## src/rtl/spi_pkg.sv

```systemverilog
// Shared definitions for the SPI flash master.
// - spi_state_e : one-hot FSM state encoding
// - CMD_*       : serial flash opcodes issued by the upstream sequencers
// - SPI_CPOL / MOSI_IDLE : mode-0 idle levels
package spi_pkg;

    typedef enum logic [5:0] {
        StIdle  = 6'b000001,
        StLead  = 6'b000010,
        StShift = 6'b000100,
        StDone  = 6'b001000,
        StGap   = 6'b010000,
        StCsh   = 6'b100000
    } spi_state_e;

    localparam logic [7:0] CMD_WREN = 8'h06;
    localparam logic [7:0] CMD_SE   = 8'hD8;
    localparam logic [7:0] CMD_RDSR = 8'h05;
    localparam logic [7:0] CMD_PP   = 8'h02;
    localparam logic [7:0] CMD_READ = 8'h03;

    // Mode 0: SCLK idles low, data sampled on the rising edge.
    localparam logic SPI_CPOL  = 1'b0;
    localparam logic MOSI_IDLE = 1'b0;

endpackage

```

## src/rtl/spi_clk_div.sv

```systemverilog
// Half-period tick generator for the SPI serial clock.
// Ports:
//   clk, rst_n : system clock, async active-low reset
//   en         : count while high
//   clr        : synchronous restart (counter and phase to 0), wins over en
//   tick       : high on the last cycle of each HALF-cycle period
//   phase      : 0 during the first half-period after clr, toggles on each tick
module spi_clk_div #(
    parameter int unsigned HALF = 2
) (
    input  logic clk,
    input  logic rst_n,
    input  logic en,
    input  logic clr,
    output logic tick,
    output logic phase
);

    localparam int unsigned CW = (HALF > 1) ? $clog2(HALF) : 1;
    localparam logic [CW-1:0] LAST = CW'(HALF - 1);

    logic [CW-1:0] cnt_q, cnt_d;
    logic          phase_q, phase_d;

    assign tick  = en && (cnt_q == LAST);
    assign phase = phase_q;

    always_comb begin
        cnt_d   = cnt_q;
        phase_d = phase_q;
        if (clr) begin
            cnt_d   = '0;
            phase_d = 1'b0;
        end else if (tick) begin
            cnt_d   = '0;
            phase_d = ~phase_q;
        end else if (en) begin
            cnt_d = cnt_q + 1'b1;
        end
    end

    always_ff @(posedge clk or negedge rst_n) begin
        if (!rst_n) begin
            cnt_q   <= '0;
            phase_q <= 1'b0;
        end else begin
            cnt_q   <= cnt_d;
            phase_q <= phase_d;
        end
    end

endmodule

```

## src/rtl/spi_master.sv

```systemverilog
// Byte-level SPI mode-0 master for serial flash access.
// While trans_req is high, CS stays low and one byte is shifted per latch
// point (MSB first); each received byte is returned with a trans_done pulse.
// Ports:
//   clk, rst_n          : system clock, async active-low reset
//   trans_req           : level, keep the sequence open / send another byte
//   tx_din[7:0]         : byte to send, sampled only at latch points
//   rx_dout[7:0]        : last received byte, updated with trans_done
//   trans_done          : one-cycle pulse per completed byte
//   spi_sclk, spi_cs_n  : serial clock (idles low), chip select (active low)
//   spi_mosi, spi_miso  : serial data out / in
module spi_master
    import spi_pkg::*;
#(
    parameter int unsigned SCLK_DIV = 4,
    parameter int unsigned GAP_CYC  = 2,
    parameter int unsigned CS_HIGH  = 8
) (
    input  logic       clk,
    input  logic       rst_n,
    input  logic       trans_req,
    input  logic [7:0] tx_din,
    output logic [7:0] rx_dout,
    output logic       trans_done,
    output logic       spi_sclk,
    output logic       spi_cs_n,
    output logic       spi_mosi,
    input  logic       spi_miso
);

    localparam int unsigned HALF     = SCLK_DIV / 2;
    localparam int unsigned WAIT_MAX = (GAP_CYC > CS_HIGH) ? GAP_CYC : CS_HIGH;
    localparam int unsigned WW       = (WAIT_MAX > 1) ? $clog2(WAIT_MAX) : 1;
    localparam logic [WW-1:0] GAP_LAST = WW'(GAP_CYC - 1);
    localparam logic [WW-1:0] CSH_LAST = WW'(CS_HIGH - 1);

    spi_state_e state_q, state_d;
    logic [WW-1:0] wait_q, wait_d;
    logic [2:0]    bit_q, bit_d;
    logic [6:0]    tx_sr_q, tx_sr_d;  // bits still to send; bit 7 goes straight to MOSI
    logic [7:0]    rx_sr_q, rx_sr_d;
    logic [7:0]    rx_dout_q, rx_dout_d;
    logic          done_q, done_d;
    logic          sclk_q, sclk_d;
    logic          cs_n_q, cs_n_d;
    logic          mosi_q, mosi_d;

    logic div_en, div_clr, tick, phase;

    assign div_en  = (state_q == StLead) || (state_q == StShift);
    assign div_clr = (state_d != state_q);

    spi_clk_div #(
        .HALF(HALF)
    ) u_clk_div (
        .clk  (clk),
        .rst_n(rst_n),
        .en   (div_en),
        .clr  (div_clr),
        .tick (tick),
        .phase(phase)
    );

    // State register plus all registered outputs.
    always_ff @(posedge clk or negedge rst_n) begin
        if (!rst_n) begin
            state_q   <= StIdle;
            wait_q    <= '0;
            bit_q     <= '0;
            tx_sr_q   <= '0;
            rx_sr_q   <= '0;
            rx_dout_q <= '0;
            done_q    <= 1'b0;
            sclk_q    <= SPI_CPOL;
            cs_n_q    <= 1'b1;
            mosi_q    <= MOSI_IDLE;
        end else begin
            state_q   <= state_d;
            wait_q    <= wait_d;
            bit_q     <= bit_d;
            tx_sr_q   <= tx_sr_d;
            rx_sr_q   <= rx_sr_d;
            rx_dout_q <= rx_dout_d;
            done_q    <= done_d;
            sclk_q    <= sclk_d;
            cs_n_q    <= cs_n_d;
            mosi_q    <= mosi_d;
        end
    end

    // Next-state logic.
    always_comb begin
        state_d = state_q;
        unique case (state_q)
            StIdle:  if (trans_req) state_d = StLead;
            StLead:  if (tick) state_d = StShift;
            StShift: if (tick && phase && (bit_q == 3'd7)) state_d = StDone;
            StDone:  state_d = StGap;
            StGap:   if (wait_q == GAP_LAST) state_d = trans_req ? StLead : StCsh;
            StCsh:   if (wait_q == CSH_LAST) state_d = StIdle;
            default: state_d = StIdle;
        endcase
    end

    // Datapath and output next values.
    always_comb begin
        wait_d    = (state_d != state_q) ? '0 : wait_q + 1'b1;
        bit_d     = bit_q;
        tx_sr_d   = tx_sr_q;
        rx_sr_d   = rx_sr_q;
        rx_dout_d = rx_dout_q;
        done_d    = 1'b0;
        sclk_d    = sclk_q;
        cs_n_d    = cs_n_q;
        mosi_d    = mosi_q;
        unique case (state_q)
            StIdle: begin
                if (trans_req) begin
                    tx_sr_d = tx_din[6:0];
                    mosi_d  = tx_din[7];
                    cs_n_d  = 1'b0;
                    bit_d   = '0;
                end
            end
            StLead: begin
                if (tick) sclk_d = 1'b1;
            end
            StShift: begin
                if (tick) begin
                    if (!phase) begin
                        // End of high phase: falling edge, sample MISO, next MOSI bit.
                        sclk_d  = 1'b0;
                        rx_sr_d = {rx_sr_q[6:0], spi_miso};
                        mosi_d  = tx_sr_q[6];
                        tx_sr_d = {tx_sr_q[5:0], 1'b0};
                    end else begin
                        bit_d = bit_q + 3'd1;
                        if (bit_q == 3'd7) begin
                            done_d    = 1'b1;
                            rx_dout_d = rx_sr_q;
                        end else begin
                            sclk_d = 1'b1;
                        end
                    end
                end
            end
            StDone: begin
            end
            StGap: begin
                if (wait_q == GAP_LAST) begin
                    if (trans_req) begin
                        tx_sr_d = tx_din[6:0];
                        mosi_d  = tx_din[7];
                        bit_d   = '0;
                    end else begin
                        cs_n_d = 1'b1;
                        mosi_d = MOSI_IDLE;
                    end
                end
            end
            StCsh: begin
            end
            default: begin
                sclk_d = SPI_CPOL;
                cs_n_d = 1'b1;
                mosi_d = MOSI_IDLE;
            end
        endcase
    end

    assign rx_dout    = rx_dout_q;
    assign trans_done = done_q;
    assign spi_sclk   = sclk_q;
    assign spi_cs_n   = cs_n_q;
    assign spi_mosi   = mosi_q;

endmodule

```

## config.mk

```make
export PLATFORM = sky130hd
export DESIGN_NAME = spi_master
export DESIGN_NICKNAME = d
export VERILOG_FILES = /design/src/rtl/spi_pkg.sv /design/src/rtl/spi_clk_div.sv /design/src/rtl/spi_master.sv
export SDC_FILE = /design/constraint.sdc
export NUM_CORES = 1
export LEC_CHECK = 0
export ABC_CLOCK_PERIOD_IN_PS = 2700
export BUFFER_PORTS_ARGS = -buffer_cell sky130_fd_sc_hd__buf_4
export CORE_MARGIN = 10
export CORE_UTILIZATION = 58
export DETAILED_ROUTE_END_ITERATION = 6
export PLACE_DENSITY = 0.85
export SYNTH_ARGS = -nofsm -noshare
export SYNTH_HDL_FRONTEND = slang
export SYNTH_SLANG_ARGS = --single-unit
```

## constraint.sdc

```tcl
create_clock -name clk -period 2.7 [get_ports clk]
set_clock_uncertainty 0.15 [all_clocks]
set_input_delay 0.27 -clock clk [delete_from_list [all_inputs] [get_ports clk]]
set_output_delay 0.27 -clock clk [all_outputs]
set_load 0.05 [all_outputs]
```

# Yosys cells after proc, flatten, opt, wreduce, memory -nomap -nowiden
# Index checks and enable logic that the tools add are counted.
[totals]
ff_bits = 41
in_bits = 12
out_inout_bits = 12
word_cells = 96
[classes]
add_sub_neg = 3
n_eq_ne = 18
muxes = 42
bitwise = 4
reduce_logical = 17
[ops]
columns = ["op", "count"]
rows = [
  ["$mux 6", 6],
  ["$pmux 6 s6", 1],
  ["$mux 7", 4],
  ["$mux 1", 21],
  ["$pmux 7 s3", 1],
  ["$reduce_and 4->1", 5],
  ["$mux 3", 5],
  ["$ne 2x2->1 const B", 6],
  ["$pmux 3 s3", 1],
  ["$reduce_or 4->1", 2],
  ["$add 3x1->3 const B", 2],
  ["$eq 3x3->1 const B", 2],
  ["$eq 6x1->1 const B", 1],
  ["$eq 6x2->1 const B", 1],
  ["$eq 6x3->1 const B", 1],
  ["$eq 6x4->1 const B", 1],
  ["$eq 6x5->1 const B", 1],
  ["$eq 6x6->1 const B", 1],
  ["$ne 6x6->1", 1],
  ["$pmux 1 s3", 2],
  ["$reduce_bool 3->1", 2],
  ["$reduce_and 5->1", 1],
  ["$not 1->1", 4],
  ["$pmux 1 s4", 1],
  ["9 further kinds", 11],
]

# Depth between registers and ports, before layout
# Gate-level depths: netlist of the first run.
[depth]
word_depth = 9
mapped_depth = 7
ltp_nobuf = 7

# By module
# From an unflattened synthesis of the first run, not the netlist that was laid out.
[hier_totals]
cells_unflattened = 208
area_unflattened_um2 = 2180.8
[by_module_without_submodules]
columns = ["module", "n_inst", "cells_each", "area_per_inst_um2", "seq_area_each_um2"]
rows = [
  ["spi_master", 1, 200, 2084.5, 978.4],
  ["spi_clk_div", 1, 8, 96.3, 50.0],
]

# Worst setup path before layout of the first run
# OpenSTA, ideal clock, no wires.
[synth_timing]
kind = "register -> register"
from = "register state_q[4]"
to = "register mosi_q (netlist: spi_mosi)"
setup_time_ps = 128
arrival_time_ps = 1913
t_required_ps = 2422
slack_ps = 510
path_stages_with_launch = 7
path_buffers = 1
period_less_slack_ps = 2190
cell_sequence = "dfrtp_1 or4_4 buf_6 or2_4 o21ai_4 nand3b_1 mux2_1"
[synth_via]
elab_chain_len = 5
elab_cells_between_ends = 16
cone_classes = "10 x eq/ne; 1 x mux; 1 x bitwise; 4 x reduce/logical"
[synth_lines]
columns = ["item", "line", "source"]
rows = [
  ["start, declared", "spi_master.sv:37", "spi_state_e state_q, state_d;"],
  ["start signal, assigned", "spi_master.sv:67", "state_q <= StIdle;"],
  ["start signal, assigned", "spi_master.sv:78", "state_q <= state_d;"],
  ["$eq 6x2->1 / $eq 6x3->1 (equally long branches)", "spi_master.sv:50, spi_master.sv:116", ""],
  ["$logic_or 1x1->1", "spi_master.sv:50", "assign div_en = (state_q == StLead) || (state_q == StShift);"],
  ["$logic_and 1x1->1", "spi_clk_div.sv:25", "assign tick = en && (cnt_q == LAST);"],
  ["$ne 2x2->1 (no source line)", "n/a", ""],
  ["$reduce_and 5->1 (no source line)", "n/a", ""],
  ["end signal, assigned", "spi_master.sv:87", "mosi_q <= mosi_d;"],
  ["end, declared", "spi_master.sv:46", "logic mosi_q, mosi_d;"],
]
# Several ways; a longest one is shown, not always the timed one.
# A chain may end at the register's enable or synchronous reset.

# Worst setup path in the final report of the first run
# Same ends and word-level chain as after synthesis.

==> results of run 1 <==
power by group:
group,internal [mW],leakage [nW],switching (mW)
Clock,0.277,0.0554,0.213
Sequential,0.736,0.543,0.139
Combinational,0.290,0.605,0.365
Total,1.30,1.20,0.718
final cells by class:
| class | instances | share of cell area |
|---|---|---|
| repair buffers | 25 | 0.0777 |
| flip-flops and latches | 41 | 0.420 |
| well taps | 46 | 0.0235 |
| clock buffers | 6 | 0.0296 |
| multi-input cells | 138 | 0.421 |
| clock inverters | 2 | 0.0158 |
| inverters | 8 | 0.0123 |
final timing paths:
kind / endpoint / slack, ps / start
min in group asynchronous: tx_sr_q[6]$_DFFE_PN0P_ / 330 / rst_n
setup reg to reg: spi_mosi$_DFFE_PN0P_ / 220 / state_q[4]$_DFF_PN0_
max in group asynchronous: spi_cs_n$_DFFE_PN1P_ / 1720 / rst_n
hold reg to reg: wait_q[0]$_DFF_PN0_ / 320 / wait_q[0]$_DFF_PN0_
hold / removal: state_q[0]$_DFF_PN1_ / 40 / trans_req
setup / recovery: spi_mosi$_DFFE_PN0P_ / 220 / state_q[4]$_DFF_PN0_
flip-flops by register name, indices dropped and copies added (netlist names):
| signal | count |
|---|---|
| u_clk_div.phase | 1 |
| spi_cs_n | 1 |
| spi_mosi | 1 |
| u_clk_div.cnt_q | 1 |
| rx_sr_q | 8 |
| wait_q | 3 |
| spi_sclk | 1 |
| rx_dout | 8 |
| bit_q | 3 |
| tx_sr_q | 7 |
| trans_done | 1 |
| state_q | 6 |
cell families after synthesis:
| family | share of synthesized area |
|---|---|
| AO/OA/AOI/OAI | 0.118 |
| adder cells (fa/ha/maj) | 0.0293 |
| multiplexers | 0.137 |
| flip-flops | 0.482 |
| buffers and inverters | 0.0346 |
| AND/OR/NAND/NOR | 0.182 |
| XOR/XNOR | 0.0164 |
per-stage QoR:
stage | area [um^2] | setup slack, ps | total power [mW] | hold slack [ps]
after floorplan | 2130 | 510 | 1.38 | -176
after global placement | 2330 | 336 | 1.49 | 112
after detailed placement | 2330 | 253 | 1.53 | 124
after CTS | 2450 | 228 | 2.03 | 27.5
after global routing | 2450 | 98.3 | 2.13 | 48.9
final | 2450 | 219 | 2.02 | 36.6
placed cells by master, fill, tap and decap left out, types with 2 or more instances in the layout:
cell,instances
clkbuf_8,5
nand3_1,3
buf_4,24
nor2b_1,6
o32a_1,2
o21ai_0,12
nor3_1,6
xnor2_1,3
inv_1,8
o211ai_1,2
nor2_1,13
nand2b_1,4
o311ai_0,2
mux2_2,17
a21oi_1,2
dfrtp_1,39
nor4_1,3
nand2_1,23
a22o_1,3
mux2_4,6
or4_1,3
ha_1,5
dfstp_2,2
repair_timing:
item | 4_1_cts | 5_1_grt
resized for setup | 0 | 0
hold buffers | 1 | 0
hold endpoints to repair | 39 | 0
synthesized netlist by cell type (all sizes together), types with 2 or more instances:
library cell  count  area (um^2)
a21oi             3         26.3
a22o              3         26.3
buf               3         21.3
clkbuf            6         22.5
dfrtp            39          976
dfstp             2         52.6
ha                5         62.6
inv               8         30.0
mux2             24          293
nand2            24         92.6
nand2b            4         25.0
nand3             4         25.0
nor2             14         68.8
nor2b             6         37.5
nor3              7         46.3
nor4              3         18.8
o211ai            2         15.0
o21ai            14         85.1
o311ai            2         17.5
o32a              2         20.0
or4               4         33.8
xnor2             3         26.3
worst max-delay path, stage by stage, from the launching register on:
cell      delay, ps
dfrtp_1         510
or4_4           660
or2_4           350
o21ai_4         210
nand3b_1        160
mux2_1          330
per-layer routing:
metal	wire length (um)	GRT usage	share of wire	up-vias
li1	-	-	-	742
met1	1810	0.175	0.39	773
met2	2410	0.261	0.52	45
met3	316	0.0512	0.069	7
met4	51	0.0423	0.011	0
met5	0	0	0	-
==> metrics.txt, run 1 <==
total CTS buffers 5; nets between 200 and 250; Vias/cell about 6; Die W around 81 um; final worst path period share 0.919; vias in the first global route between 1500 and 2000; DRT Pass-1 Iters 4; final setup fails 0; Yosys warning total 0; Max clock buf depth 2; drt drc 0; final slew viol count 0; peak supply drop ~380 uV; RSZ-0062 raised after global routing no; crit path max fanout 13; CTS root buffer clkbuf_8; setup TNS 0 ps; fill cell count ~250; Finished Core Util 0.711; diode count 0; clk sinks 41; status completed; Cell Pwr Density between 800 and 900 mW/mm^2; Synth cell types 47; Layout Cells excl Fill approximately 270; Site Rows 21; ANT nets after route 0; Ports 24; crit path capture type flip-flop; post-DR wirelength/cell 17.2 um; Area Growth Syn to Fin 14.8%; area used by multi-input combinational logic 0.00103 mm^2; Total GRT Usage 0.152; hold crit path type in -> reg; register area 0.00103 mm^2; Hold Path Cell Cnt 2; Mapped Cells just under 200; Mapped Area 0.00213 mm^2; layout cells sized above 1 0.295; Slew @ Worst Pin around 600 ps; Synth Register Bits 41; clk_lat worst skew between 200 and 300 ps; clock slew at reported path FFs about 80 ps; Worst Path Arrival 2510 ps; number of synthesized flops with an enable pin 0; initial antenna violation count 0; H-Tree Depth 2; WL final about 4600 um; initial drt markers roughly 200; Avg Cell Area, Syn ~11 um^2; GPL Wtd Cong approximately 0.9; Port Buf Inserts 23; CTS tree done; Die Span Y 80.6 um; min Tclk post-route about 2500 ps; number of placed instances, taps included around 260; setup bufs post-CTS 0; routed via count about 1600; Max-slew headroom 0.599; required time of the critical path approximately 2700 ps; Peak Freq a little over 400 MHz; CP Class reg -> reg; cell depth of the worst flop-to-flop path 5; grt ovf 0; sequential area share after synthesis 0.482; Hold Vio Cnt, Final 0; asr flop ratio synth 1.00; maxcap violations 0; Top FF cell, synth dfrtp_1; largest net degree at the start of global routing between 40 and 50; type of element launching the critical path flip-flop; wire length of the first global-routing pass between 7000 and 8000 um; LEAKAGE 1.20 nW; starting density of the core 0.620; Die ar. 0.00650 mm^2; Syn Nets 213; area of the core approximately 0.0034 mm^2; Final HPWL DP ~3300 um
Note: power is estimated with default switching activity, not from simulation.
==> run 2: changes to the inputs <==
--- a/config.mk
+++ b/config.mk
@@ -5,12 +5,13 @@
 export SDC_FILE = /design/constraint.sdc
 export NUM_CORES = 1
 export LEC_CHECK = 0
+export ABC_AREA = 1
 export ABC_CLOCK_PERIOD_IN_PS = 2700
 export BUFFER_PORTS_ARGS = -buffer_cell sky130_fd_sc_hd__buf_4
 export CORE_MARGIN = 10
-export CORE_UTILIZATION = 58
+export CORE_UTILIZATION = 57
 export DETAILED_ROUTE_END_ITERATION = 6
-export PLACE_DENSITY = 0.85
+export PLACE_DENSITY_LB_ADDON = 0.2
 export SYNTH_ARGS = -nofsm -noshare
 export SYNTH_HDL_FRONTEND = slang
 export SYNTH_SLANG_ARGS = --single-unit
==> run 2 against run 1 <==
Effect of this change:
- sequential share of layout area up 1.2 points
- final cell count rose by 23%
- first-iteration DRC count fell by 53%
- global-route usage decreased by 2.7 points
- critical path depth grew 7
- synthesized cell count rose by 30%
- via count is 3.8% higher
- clock power fell by 20%
- combinational power fell by 4.0%
- routed wire length fell by 17%
==> metrics.txt, run 2 <==
Yosys warning total 0 (unchanged); Max-slew headroom 0.668 (was 0.599); Cell Pwr Density 762 mW/mm^2 (was 825 mW/mm^2); Synth Register Bits 41 (unchanged); final worst path period share 0.787 (was 0.919); clk_lat worst skew 290 ps (about the same); min Tclk post-route 2120 ps (was 2480 ps); HP Start tx_din[0] (was trans_req); design area 0.00238 mm^2 (was 0.00245 mm^2); Avg Cell Area, Syn 8.23 um^2 (was 10.9 um^2); most frequent cell after synthesis nand2_1 (was dfrtp_1); layout cells sized above 1 0.223 (was 0.295); clk sinks 41 (unchanged); Post-synth top cells nand2_1, dfrtp_1, inv_1 (was dfrtp_1, nand2_1, mux2_2); DR WL met2 1680 um (was 2410 um); Port Buf Inserts 23 (unchanged); GPL Wtd Cong 0.931 (was 0.886); routed via count 1627 (was 1567); Reg-to-Reg Start state_q[0]$_DFF_PN1_ (was state_q[4]$_DFF_PN0_); M1 wire length 1850 um (was 1810 um); LEAKAGE 1.24 nW (was 1.20 nW); Top FF cell, synth dfrtp_1 (unchanged); Die ar. 0.00651 mm^2 (was 0.00650 mm^2); Area Growth Syn to Fin 13.4% (was 14.8%); DRT Pass-1 Iters 4 (unchanged); setup TNS 0 ps (unchanged); Peak Freq 471 MHz (was 403 MHz); Die Span Y 80.7 um (was 80.6 um); crit path capture type flip-flop (unchanged); status completed (unchanged); RSZ-0062 raised after global routing no (unchanged); number of synthesized flops with an enable pin 0 (unchanged); most common cell after layout, fill and taps aside nand2_1 (was dfrtp_1); largest net degree at the start of global routing 42 (unchanged); Synth area leader dfrtp_1 (unchanged); Die W 80.7 um (was 80.6 um); Fin Hold WS 74.8 ps (was 36.6 ps); Mapped Area 0.00210 mm^2 (was 0.00213 mm^2); Synth area leaders dfrtp_1, nand2_1, inv_1, o21ai_1, o21ai_0 (was dfrtp_1, mux2_2, mux2_4, nand2_1, ha_1); clock slew at reported path FFs 80 ps (about the same); Top Metal Used met4 (unchanged); CTS root buffer clkbuf_8 (unchanged); WL final 3810 um (was 4590 um); diode count 0 (unchanged); area of the core 0.00344 mm^2 (unchanged); final slew viol count 0 (unchanged); Syn Nets 272 (was 213); Setup WS pre-CTS 605 ps (was 253 ps); initial drt markers 93 (was 198); type of element launching the critical path flip-flop (unchanged); Worst Path Arrival 2190 ps (was 2510 ps); Site Rows 21 (unchanged); Hold Vio Cnt, Final 0 (unchanged); vias in the first global route 1570 (was 1629); peak supply drop 465 uV (was 376 uV); required time of the critical path 2770 ps (was 2730 ps); asr flop ratio synth 1.00 (unchanged); CP Class reg -> reg (unchanged); commonest non-fill, non-tap cells in the layout nand2_1, dfrtp_1, inv_1 (was dfrtp_1, buf_4, nand2_1); starting density of the core 0.610 (was 0.620); crit path max fanout 20 (was 13); maxcap violations 0 (unchanged); Mapped Cells 255 (was 196); drt drc 0 (unchanged); Synth cell types 27 (was 47); total CTS buffers 5 (unchanged); setup ws final 575 ps (was 219 ps); share of the synthesized area in the top cell type 0.465 (was 0.457); met3 wire length 199 um (was 316 um); setup bufs post-CTS 0 (unchanged); grt ovf 0 (unchanged); ANT nets after route 0 (unchanged); Final HPWL DP 2810 um (was 3250 um); post-cts resize count 0 (unchanged); Max clock buf depth 2 (unchanged); nets 298 (was 236); Ports 24 (unchanged); initial antenna violation count 0 (unchanged); DP Area 0.00228 mm^2 (was 0.00233 mm^2); post-DR wirelength/cell 11.6 um (was 17.2 um); final setup fails 0 (unchanged); Slew @ Worst Pin 498 ps (was 594 ps); Vias/cell 4.96 (was 5.89); hold crit path type in -> reg (unchanged); Total GRT Usage 0.125 (was 0.152); wire length of the first global-routing pass 6610 um (was 7890 um); sequential area share after synthesis 0.490 (was 0.482); H-Tree Depth 2 (unchanged); critical path startpoint state_q[0]$_DFF_PN1_ (was state_q[4]$_DFF_PN0_); CTS tree done (unchanged)
[run 2: cell count changes in the layout (fill, tap and decap cells not counted), sizes merged, moves of 8 or more]
cell   change
nand2     +42
inv       +34
mux2      -24
o21ai     +23
nor2      +14
nand3      +8
[run 2: path summary, 6_finish.rpt]
check,end,slack (ps),cells after the start
hold / removal,tx_sr_q[0]$_DFFE_PN0P_,70,3
max in group asynchronous,state_q[0]$_DFF_PN1_,1710,2
setup reg to reg,tx_sr_q[0]$_DFFE_PN0P_,580,12
min in group asynchronous,spi_sclk$_DFFE_PN0P_,340,2
hold reg to reg,spi_cs_n$_DFFE_PN1P_,320,2
setup / recovery,tx_sr_q[0]$_DFFE_PN0P_,580,12
[run 2: worst max-delay path, cell delays in order (launching register included)]
cell and delay [ps]:
dfstp_2 560, inv_2 50, nand2_2 70, nor2_4 50, nand2_2 250, inv_1 150, nand2_1 80, nand2_1 70
inv_2 100, nand2_2 80, nor2_4 240, nand3_1 110, o21ai_1 80
[run 2: area by class of cell]
| class | count | area (um^2) |
|---|---|---|
| multi-input combinational | 166 | 858 |
| inverter | 42 | 158 |
| tap | 46 | 57.6 |
| timing repair buffer | 25 | 190 |
| clock inverter | 2 | 15.0 |
| clock buffer | 6 | 72.6 |
| fill | 293 | 1060 |
| sequential | 41 | 1030 |
[run 2: kinds of logic after synthesis]
kind of cell / after synthesis / share of synthesized area
DFF: 41 / 0.490
adders and majority gates: 5 / 0.0298
AOI/OAI and AO/OA: 49 / 0.124
and+or+nand+nor: 111 / 0.251
buffers and inverters: 48 / 0.101
xor gates and xnor gates: 1 / 0.00417
[run 2: stage by stage]
step	util	total power, mW	cells
3_3_place_gp	0.663	1.42	319
2_1_floorplan	-	1.30	255
3_5_place_dp	0.663	1.43	319
5_1_grt	0.691	1.93	328
6_report	0.691	1.81	328
4_1_cts	0.691	1.83	328
[run 2: timing repair]
| item | in CTS | in global routing |
|---|---|---|
| endpoints found under the setup margin | 0 | 0 |
| hold endpoints to repair | 39 | 0 |
| hold buffers | 1 | 0 |
[run 2: per-layer routing]
| layer | vias up | global-route usage |
|---|---|---|
| met1 | 727 | 0.152 |
| li1 | 855 | - |
| met4 | 0 | 0.0623 |
| met3 | 9 | 0.0345 |
| met5 | - | 0 |
| met2 | 36 | 0.199 |
[run 2: power breakdown]
| group | internal, mW | total, mW | switching, mW |
|---|---|---|---|
| sequential | 0.728 | 0.791 | 0.0628 |
| clock | 0.182 | 0.394 | 0.212 |
| combinational | 0.212 | 0.629 | 0.417 |
| total | 1.12 | 1.81 | 0.691 |
==> run 3: changes to the inputs <==
--- a/config.mk
+++ b/config.mk
@@ -6,10 +6,10 @@
 export NUM_CORES = 1
 export LEC_CHECK = 0
 export ABC_AREA = 1
-export ABC_CLOCK_PERIOD_IN_PS = 2700
+export ABC_CLOCK_PERIOD_IN_PS = 1900
 export BUFFER_PORTS_ARGS = -buffer_cell sky130_fd_sc_hd__buf_4
 export CORE_MARGIN = 10
-export CORE_UTILIZATION = 57
+export CORE_UTILIZATION = 52
 export DETAILED_ROUTE_END_ITERATION = 6
 export PLACE_DENSITY_LB_ADDON = 0.2
 export SYNTH_ARGS = -nofsm -noshare
==> constraint.sdc (replaced) <==
create_clock -name clk -period 1.9 [get_ports clk]
set_clock_uncertainty 0.15 [all_clocks]
set_input_delay 0.19 -clock clk [delete_from_list [all_inputs] [get_ports clk]]
set_output_delay 0.19 -clock clk [all_outputs]
set_load 0.05 [all_outputs]
==> run 3 against run 2 <==
Effect of this change:
- global-route usage is essentially flat
- non-clock buffer count grew 13
- utilization shrank 2.8 points
- critical path type unchanged
- critical endpoint is now wait_q[1]$_DFF_PN0_
==> metrics.txt, run 3 (synthesis gave the netlist of run 2 again) <==
Die ar. 0.00698 mm^2 (was 0.00651 mm^2); Die W 83.5 um (was 80.7 um); crit path capture type flip-flop (unchanged); cell depth of the worst flop-to-flop path 7 (was 12); clock slew at reported path FFs 80 ps (about the same); clk sinks 41 (unchanged); wire length of the first global-routing pass 7510 um (was 6610 um); CTS tree done (unchanged); Peak Freq 538 MHz (was 471 MHz); commonest non-fill, non-tap cells in the layout nand2_1, dfrtp_1, buf_4 (was nand2_1, dfrtp_1, inv_1); largest net degree at the start of global routing 42 (unchanged); setup TNS 0 ps (unchanged); Slew @ Worst Pin 519 ps (was 498 ps); final slew viol count 0 (unchanged); Fin Hold WS 55.0 ps (was 74.8 ps); Hold Path Cell Cnt 5 (was 3); Hold Vio Cnt, Final 0 (unchanged); Total GRT Usage 0.126 (was 0.125); total power 2.91 mW (was 1.81 mW); Site Rows 23 (was 21); type of element launching the critical path flip-flop (unchanged); CP Class reg -> reg (unchanged); design area 0.00262 mm^2 (was 0.00238 mm^2); HP Start tx_din[6] (was tx_din[0]); RSZ-0062 raised after global routing yes (was no); ANT nets after route 0 (unchanged); H-Tree Depth 2 (unchanged); maxcap violations 0 (unchanged); grt ovf 0 (unchanged); clk_lat worst skew 290 ps (about the same); Ports 24 (unchanged); area of the core 0.00394 mm^2 (was 0.00344 mm^2); peak supply drop 627 uV (was 465 uV); LEAKAGE 1.32 nW (was 1.24 nW); Cell Pwr Density 1110 mW/mm^2 (was 762 mW/mm^2); Vias/cell 4.82 (was 4.96); final setup fails 0 (unchanged); CTS root buffer clkbuf_8 (unchanged); Max-slew headroom 0.654 (was 0.668); Worst Path Arrival 1940 ps (was 2190 ps); starting density of the core 0.532 (was 0.610); DP Area 0.00234 mm^2 (was 0.00228 mm^2); drt drc 0 (unchanged); GPL Wtd Cong 0.837 (was 0.931); post-DR wirelength/cell 12.3 um (was 11.6 um); status completed (unchanged); Max clock buf depth 2 (unchanged); diode count 0 (unchanged); crit path max fanout 5 (was 20); Port Buf Inserts 23 (unchanged); routed via count 1669 (was 1627); vias in the first global route 1748 (was 1570); Reg-to-Reg Start wait_q[0]$_DFF_PN0_ (was state_q[0]$_DFF_PN1_); initial antenna violation count 0 (unchanged); required time of the critical path 1980 ps (was 2770 ps); nets 312 (was 298); hold crit path type in -> reg (unchanged); fill cell count 336 (was 293); final worst path period share 0.978 (was 0.787); min Tclk post-route 1860 ps (was 2120 ps); WL final 4240 um (was 3810 um); layout cells sized above 1 0.318 (was 0.223); Area Growth Syn to Fin 24.6% (was 13.4%); Die Span Y 83.5 um (was 80.7 um); initial drt markers 70 (was 93); most common cell after layout, fill and taps aside nand2_1 (unchanged); critical path startpoint wait_q[0]$_DFF_PN0_ (was state_q[0]$_DFF_PN1_); total CTS buffers 5 (unchanged); DRT Pass-1 Iters 4 (unchanged); Final HPWL DP 2940 um (was 2810 um)
==> run 3: routing by layer <==
| metal | GRT usage | routed length (um) |
|---|---|---|
| met5 | 0 | 0 |
| met4 | 0.0502 | 29 |
| met3 | 0.0234 | 89 |
| met2 | 0.214 | 2130 |
| met1 | 0.151 | 1990 |
==> run 3: path summary, 6_finish.rpt <==
kind                                          end  slack, ps
min reg2reg                  spi_cs_n$_DFFE_PN1P_        320
min                        tx_sr_q[6]$_DFFE_PN0P_         50
max                           wait_q[1]$_DFF_PN0_         40
max in group asynchronous    state_q[1]$_DFF_PN0_        960
max reg2reg                   wait_q[1]$_DFF_PN0_         40
min in group asynchronous    trans_done$_DFF_PN0_        270
==> run 3: final cells by class <==
class | count | area, um^2 | area share
multi-input cells | 167 | 952 | 0.364
repair buffers | 38 | 297 | 0.113
flip-flops and latches | 41 | 1030 | 0.394
clock inverters | 3 | 43.8 | 0.0167
well taps | 50 | 62.6 | 0.0239
clock buffers | 5 | 68.8 | 0.0263
inverters | 42 | 160 | 0.0612
==> run 3: where the power goes <==
group | leakage [nW] | switching, mW | internal [mW] | total [mW]
Combinational | 0.720 | 0.658 | 0.392 | 1.05
Clock | 0.0585 | 0.309 | 0.394 | 0.702
Sequential | 0.544 | 0.116 | 1.04 | 1.15
==> run 3: worst max-delay path, stage by stage, from the launching register on <==
cell,delay (ps)
dfrtp_1,420
ha_2,200
ha_4,170
o211ai_1,230
nand2_1,110
a21oi_2,210
nand4_4,170
nor2_2,130
==> run 3: timing repair <==
item                       CTS  global route
hold endpoints to repair    41             0
hold buffers                 3             0
setup endpoints to repair    7            17
resized for setup            2            25
buffers inserted             0             4
pin swaps                    1            11
cloned                       1             0
==> run 3: per-stage QoR <==
stage,utilization,worst slack (ps),instances
after floorplan,-,169,255
after global placement,0.593,-28.4,330
after detailed placement,0.593,-58.7,330
after CTS,0.633,6.25,342
after global routing,0.663,-33.5,346
final,0.663,42.3,346
